==> src/rtl/jtframe_credits_pkg.sv <==
// Shared types and constants for the credits overlay controller.
// Holds the sequencer state encoding and overlay control bit layout.
package jtframe_credits_pkg;

  typedef enum logic [1:0] {
    ST_IDLE,
    ST_CLEAR,
    ST_SHOW,
    ST_HIDDEN
  } cr_state_e;

  localparam logic [7:0] CR_CLRCHAR = 8'h20;

  localparam int CR_EN   = 0;
  localparam int CR_TOG  = 1;
  localparam int CR_FAST = 2;
  localparam int CR_W    = 3;

endpackage

==> src/rtl/jtframe_credits_arb.sv <==
// Two-way fixed-priority VRAM write arbiter with registered grant.
// A forced owner (the clear sweep) pre-empts both requesters.
module jtframe_credits_arb
  import jtframe_credits_pkg::*;
#(
  parameter int AW = 10
)(
  input  logic          clk,
  input  logic          rst_n,
  input  logic          ld_req_i,
  input  logic [AW-1:0] ld_addr_i,
  input  logic [7:0]    ld_din_i,
  output logic          ld_ack_o,
  input  logic          gm_req_i,
  input  logic [AW-1:0] gm_addr_i,
  input  logic [7:0]    gm_din_i,
  output logic          gm_ack_o,
  input  logic          frc_i,
  input  logic [AW-1:0] frc_addr_i,
  input  logic [7:0]    frc_din_i,
  output logic          we_o,
  output logic [AW-1:0] addr_o,
  output logic [7:0]    din_o
);

  logic          ld_win, gm_win;
  logic          ld_ack_q, ld_ack_d;
  logic          gm_ack_q, gm_ack_d;
  logic          we_q, we_d;
  logic [AW-1:0] addr_q, addr_d;
  logic [7:0]    din_q, din_d;

  // An acked side sits out its ack cycle, so gm always fits in between.
  assign ld_win = ~frc_i & ld_req_i & ~ld_ack_q;
  assign gm_win = ~frc_i & ~ld_win & gm_req_i & ~gm_ack_q;

  always_comb begin
    we_d     = 1'b1;
    ld_ack_d = 1'b0;
    gm_ack_d = 1'b0;
    addr_d   = addr_q;
    din_d    = din_q;
    unique case (1'b1)
      frc_i: begin
        addr_d = frc_addr_i;
        din_d  = frc_din_i;
      end
      ld_win: begin
        ld_ack_d = 1'b1;
        addr_d   = ld_addr_i;
        din_d    = ld_din_i;
      end
      gm_win: begin
        gm_ack_d = 1'b1;
        addr_d   = gm_addr_i;
        din_d    = gm_din_i;
      end
      default: we_d = 1'b0;
    endcase
  end

  always_ff @(posedge clk or negedge rst_n) begin
    if (!rst_n) begin
      ld_ack_q <= 1'b0;
      gm_ack_q <= 1'b0;
      we_q     <= 1'b0;
      addr_q   <= '0;
      din_q    <= '0;
    end else begin
      ld_ack_q <= ld_ack_d;
      gm_ack_q <= gm_ack_d;
      we_q     <= we_d;
      addr_q   <= addr_d;
      din_q    <= din_d;
    end
  end

  assign ld_ack_o = ld_ack_q;
  assign gm_ack_o = gm_ack_q;
  assign we_o     = we_q;
  assign addr_o   = addr_q;
  assign din_o    = din_q;

endmodule

==> src/rtl/jtframe_credits_ctrl.sv <==
// Credits overlay sequencer: show/hide/timeout control, VRAM clear
// sweep and ownership of the overlay VRAM write port.
module jtframe_credits_ctrl
  import jtframe_credits_pkg::*;
#(
  parameter int         AW      = 10,
  parameter logic [7:0] CLRCHAR = CR_CLRCHAR,
  parameter int         TOW     = 10,
  parameter int         TIMEOUT = 600
)(
  input  logic          clk,
  input  logic          rst_n,
  input  logic          vb,
  input  logic          pause,
  input  logic          skip,
  input  logic          clr,
  input  logic          ld_req,
  input  logic [AW-1:0] ld_addr,
  input  logic [7:0]    ld_din,
  output logic          ld_ack,
  input  logic          gm_req,
  input  logic [AW-1:0] gm_addr,
  input  logic [7:0]    gm_din,
  output logic          gm_ack,
  output logic [AW-1:0] vram_addr,
  output logic [7:0]    vram_din,
  output logic          vram_we,
  output logic          cr_enable,
  output logic          cr_toggle,
  output logic          fast_scroll,
  output logic          busy
);

  localparam logic [AW-1:0]  LAST    = '1;
  localparam logic [TOW-1:0] TO_LAST = TOW'(TIMEOUT - 1);
  localparam bit             TO_EN   = (TIMEOUT != 0);

  cr_state_e       st_q, st_d;
  logic            pause_q, skip_q, vb_q;
  logic [TOW-1:0]  cnt_q, cnt_d;
  logic [AW-1:0]   caddr_q, caddr_d;
  logic [CR_W-1:0] ctl_q, ctl_d;
  logic            busy_q, busy_d;
  logic            prise, pfall, srise, vrise, tmo;
  logic            clr_go, sweep;

  assign prise = pause & ~pause_q;
  assign pfall = ~pause & pause_q;
  assign srise = skip & ~skip_q;
  assign vrise = vb & ~vb_q;
  assign tmo   = TO_EN && vrise && (cnt_q == TO_LAST);

  always_ff @(posedge clk or negedge rst_n) begin
    if (!rst_n) begin
      st_q    <= ST_IDLE;
      pause_q <= 1'b0;
      skip_q  <= 1'b0;
      vb_q    <= 1'b0;
      cnt_q   <= '0;
      caddr_q <= '0;
      ctl_q   <= '0;
      busy_q  <= 1'b0;
    end else begin
      st_q    <= st_d;
      pause_q <= pause;
      skip_q  <= skip;
      vb_q    <= vb;
      cnt_q   <= cnt_d;
      caddr_q <= caddr_d;
      ctl_q   <= ctl_d;
      busy_q  <= busy_d;
    end
  end

  always_comb begin
    st_d = st_q;
    unique case (st_q)
      ST_IDLE: begin
        if (prise)    st_d = ST_SHOW;
        else if (clr) st_d = ST_CLEAR;
      end
      ST_CLEAR: begin
        if (caddr_q == LAST) st_d = ST_IDLE;
      end
      ST_SHOW: begin
        if (pfall)    st_d = ST_IDLE;
        else if (tmo) st_d = ST_HIDDEN;
      end
      ST_HIDDEN: begin
        if (pfall)      st_d = ST_IDLE;
        else if (srise) st_d = ST_SHOW;
      end
      default: st_d = ST_IDLE;
    endcase
  end

  // The sweep owns the port from the cycle clr is taken.
  always_comb begin
    clr_go  = (st_q == ST_IDLE) & ~prise & clr;
    sweep   = clr_go | (st_q == ST_CLEAR);
    caddr_d = sweep ? caddr_q + 1'b1 : caddr_q;
    cnt_d   = '0;
    if (st_q == ST_SHOW && st_d == ST_SHOW)
      cnt_d = (vrise && cnt_q != '1) ? cnt_q + 1'b1 : cnt_q;
    ctl_d          = '0;
    ctl_d[CR_EN]   = (st_d == ST_SHOW) || (st_d == ST_HIDDEN);
    ctl_d[CR_TOG]  = (st_q == ST_SHOW && st_d == ST_HIDDEN) ||
                     (st_q == ST_HIDDEN && st_d == ST_SHOW);
    ctl_d[CR_FAST] = skip && st_q == ST_SHOW && st_d == ST_SHOW;
    busy_d         = sweep;
  end

  jtframe_credits_arb #(.AW(AW)) u_arb (
    .clk       (clk),
    .rst_n     (rst_n),
    .ld_req_i  (ld_req),
    .ld_addr_i (ld_addr),
    .ld_din_i  (ld_din),
    .ld_ack_o  (ld_ack),
    .gm_req_i  (gm_req),
    .gm_addr_i (gm_addr),
    .gm_din_i  (gm_din),
    .gm_ack_o  (gm_ack),
    .frc_i     (sweep),
    .frc_addr_i(caddr_q),
    .frc_din_i (CLRCHAR),
    .we_o      (vram_we),
    .addr_o    (vram_addr),
    .din_o     (vram_din)
  );

  assign cr_enable   = ctl_q[CR_EN];
  assign cr_toggle   = ctl_q[CR_TOG];
  assign fast_scroll = ctl_q[CR_FAST];
  assign busy        = busy_q;

endmodule

==> config.mk <==
export PLATFORM = sky130hd
export DESIGN_NAME = jtframe_credits_ctrl
export DESIGN_NICKNAME = d
export VERILOG_FILES = /design/src/rtl/jtframe_credits_pkg.sv /design/src/rtl/jtframe_credits_arb.sv /design/src/rtl/jtframe_credits_ctrl.sv
export SDC_FILE = /design/constraint.sdc
export NUM_CORES = 1
export LEC_CHECK = 0
export CORE_MARGIN = 2
export CORE_UTILIZATION = 30
export DETAILED_ROUTE_END_ITERATION = 10
export PLACE_DENSITY_LB_ADDON = 0.12
export SLEW_MARGIN = 10
export SYNTH_ARGS = -nofsm -noshare
export SYNTH_HDL_FRONTEND = slang
export SYNTH_SLANG_ARGS = --single-unit
==> constraint.sdc <==
create_clock -name clk -period 1.7 [get_ports clk]
set_input_delay 0.255 -clock clk [delete_from_list [all_inputs] [get_ports clk]]
set_output_delay 0.255 -clock clk [all_outputs]
set_load 0.02 [all_outputs]
==> results.py <==
metrics = {
    "outcome": {
        "status": "finished, final reports clean",
    },
    "placement": {
        "dp_hpwl_um": 4066,
        "port_buffers": 68,
        "pre_cts_slack_ns": -0.1642,
        "gp_congestion": 0.7801,
        "place_inst": 401,
    },
    "run": {
        "drv_cap": 0,
    },
    "synthesis": {
        "synthArstFlopShare_pct": 100.0,
        "postSynthAreaPerCell_um2": 10.78,
        "synth_ff_type": "dfrtp_1",
        "ys_types": 40,
        "yosysSeqAreaShare_pct": 53.50,
        "synth-edff-count": 0,
        "yosys_warnings": 0,
        "synth_fp_nets": 263,
        "synth-seq-cells": 50,
        "synth_top_area_share_pct": 53.50,
        "syn_inst": 217,
        "synthTopCellsByArea": "dfrtp_1, mux2i_1, nand2_1, a2bb2oi_1, o221ai_1",
        "netlist_area_mm2": 0.002338,
        "synth_top_cell_by_area": "dfrtp_1",
    },
    "clock_network": {
        "clk_latency_ns": 0.30,
        "numCtsBuffers": 5,
        "root_buffer": "clkbuf_8",
        "htreeDepth": 2,
        "cts_setup_buffers": 0,
        "cts_sinks": 50,
        "cts_tree": "done",
        "clkTransAtPathRegs_ns": 0.09,
        "cts_buffer_depth": 2,
    },
    "grt": {
        "grt_pass1_vias": 1940,
        "grt_pass1_wl_um": 9673,
        "grt_use_met1_pct": 20.67,
        "gr-usage-met2_pct": 21.02,
        "global_route.overflow_total": 0,
        "grt_usage_pct": 14.31,
        "antenna_found_initial": 0,
        "grt-busiest-layer": "met2",
        "grt_start_max_net_pins": 51,
        "groute.layer.met3.usage_pct": 3.499,
    },
    "cells_and_area": {
        "antenna_cells": 0,
        "area_delta_synth_final_pct": 46.55,
        "final_common_cell": "clkdlybuf4s50_1",
        "fin_nets": 353,
        "layout_common_cells": "clkdlybuf4s50_1, dfrtp_1, nand2_1",
        "final_cells": 410,
        "drive_gt1_share_pct": 13.96,
        "nFillCells": 715,
    },
    "die": {
        "rows": 32,
        "die_h_um": 92.29,
        "coreArea_mm2": 0.007647,
        "io-pin-count": 69,
        "start_util_pct": 30.58,
        "die_w_um": 92.29,
        "die-area_mm2": 0.008517,
    },
    "timing": {
        "period_share_pct": 95.89,
        "fmax_mhz": 613.5,
        "drv_slew": 0,
        "max_slew_margin_pct": 74.55,
        "fin_ws_ns": 0.06992,
        "worstMarginPinSlew_ns": 0.3818,
        "hold_violations": 0,
        "holdWs_ns": 0.4164,
        "tns_ns": 0,
        "setup_viol": 0,
        "skew_ns": 0.005616,
        "min_period_ns": 1.630,
    },
    "drt": {
        "vias": 1935,
        "wirelength_um": 5753,
        "ant_nets": 0,
        "first_pass_iters": 4,
        "drc_errors": 0,
        "via_per_inst": 4.720,
        "first_iter_violations": 46,
        "wl_per_cell_um": 14.03,
    },
    "critical_path": {
        "cp-startpoint": "cnt_q[1]",
        "rr_startpoint": "cnt_q[1]",
        "path_max_fanout": 7,
        "crit_type": "reg2reg",
        "critical_path_required_ns": 1.92,
        "critPathArrivalTime_ns": 1.85,
        "critical_path.startpoint_type": "flip-flop",
        "crit_path_end_kind": "flip-flop",
    },
    "power_and_ir_drop": {
        "fin_total_pwr_w": 0.004594,
        "powerDensity_mw_per_mm2": 1341,
        "leakage_nw": 1.481,
        "peakVddDrop_mv": 0.6160,
    },
    "hold_path": {
        "holdCritStartpoint": "skip",
        "min_path_type": "in2reg",
    },
}
## through the flow
step	utilization, %	cell area [µm²]
4_1_cts	44.73	3421
5_1_grt	44.81	3427
3_3_place_gp	43.16	3301
3_5_place_dp	43.16	3301
2_1_floorplan	-	2338
6_report	44.81	3427
## synthesized netlist by cell type (2+ instances only)
master	number
mux2i_1	11
nor2_1	20
and4b_1	2
nand4_2	2
xnor2_1	5
a21oi_1	6
inv_1	7
and4_1	2
dfrtp_1	50
nand4_1	3
nor3_1	7
nand3_1	6
a2bb2oi_1	10
buf_1	2
o21ai_0	4
buf_2	3
xor2_1	6
nand2b_1	4
or3_1	3
nand2_1	24
o31ai_1	2
ha_1	2
buf_4	2
clkbuf_1	3
o221ai_1	10
a211oi_1	7
## area by class of cell
| class | count | area (µm²) | share of cell area [%] |
|---|---|---|---|
| tap | 102 | 127.6 | 3.724 |
| clock buffer | 6 | 72.57 | 2.118 |
| clock inverter | 2 | 37.54 | 1.095 |
| timing repair buffer | 94 | 898.4 | 26.21 |
| multi-input combinational | 149 | 1013 | 29.57 |
| inverter | 7 | 26.28 | 0.7667 |
| sequential | 50 | 1251 | 36.51 |
## timing repair
action | CTS | global route
resized for setup | 0 | 2
endpoints found under the setup margin | 0 | 2
endpoints found under the hold margin | 50 | 0
hold buffers | 1 | 0
## worst max-delay path, stage by stage, from the launching register on
cell and delay [ns]:
dfrtp_1 0.40, ha_2 0.19, nand3_2 0.06, and4b_1 0.21, or3_1 0.33, buf_4 0.17, nor3_1 0.18
## flip-flops by register name, summed over array words and instances (netlist names), 2 cells and up
name and flops:
caddr_q 10, cnt_q 10, ctl_q 3, st_q 2, u_arb.addr_o 10, u_arb.din_o 8
## final timing paths
kind	to	slack (ns)	depth (start not counted)
max in group asynchronous	caddr_q[9]	1.00	3
hold reg to reg	caddr_q[8]	0.50	1
setup / recovery	cnt_q[9]	0.07	6
setup reg to reg	cnt_q[9]	0.07	6
hold / removal	skip_q	0.42	1
min in group asynchronous	u_arb.din_o[6]	0.47	3
## routing by layer
layer  vias to the layer above  wire length (µm)
met5                         -                 0
met4                         0                72
met3                         4               318
met2                        55              2420
met1                       905              2941
li1                        971                 -
## report_power, final
part / switching (W) / internal, W / total (W)
Sequential: 0.000235 / 0.00152 / 0.00176
Clock: 0.000404 / 0.000440 / 0.000844
Combinational: 0.000971 / 0.00102 / 0.00199
## kinds of logic after synthesis
| kind of cell | share of synthesized area [%] |
|---|---|
| AO/OA/AOI/OAI | 14.55 |
| multiplexers | 5.190 |
| AND/OR/NAND/NOR | 17.87 |
| buffers and inverters | 3.692 |
| adder cells (fa/ha/maj) | 1.070 |
| XOR/XNOR | 4.120 |
| flip-flops | 53.50 |
No activity file was read; power rests on OpenSTA's default activity.
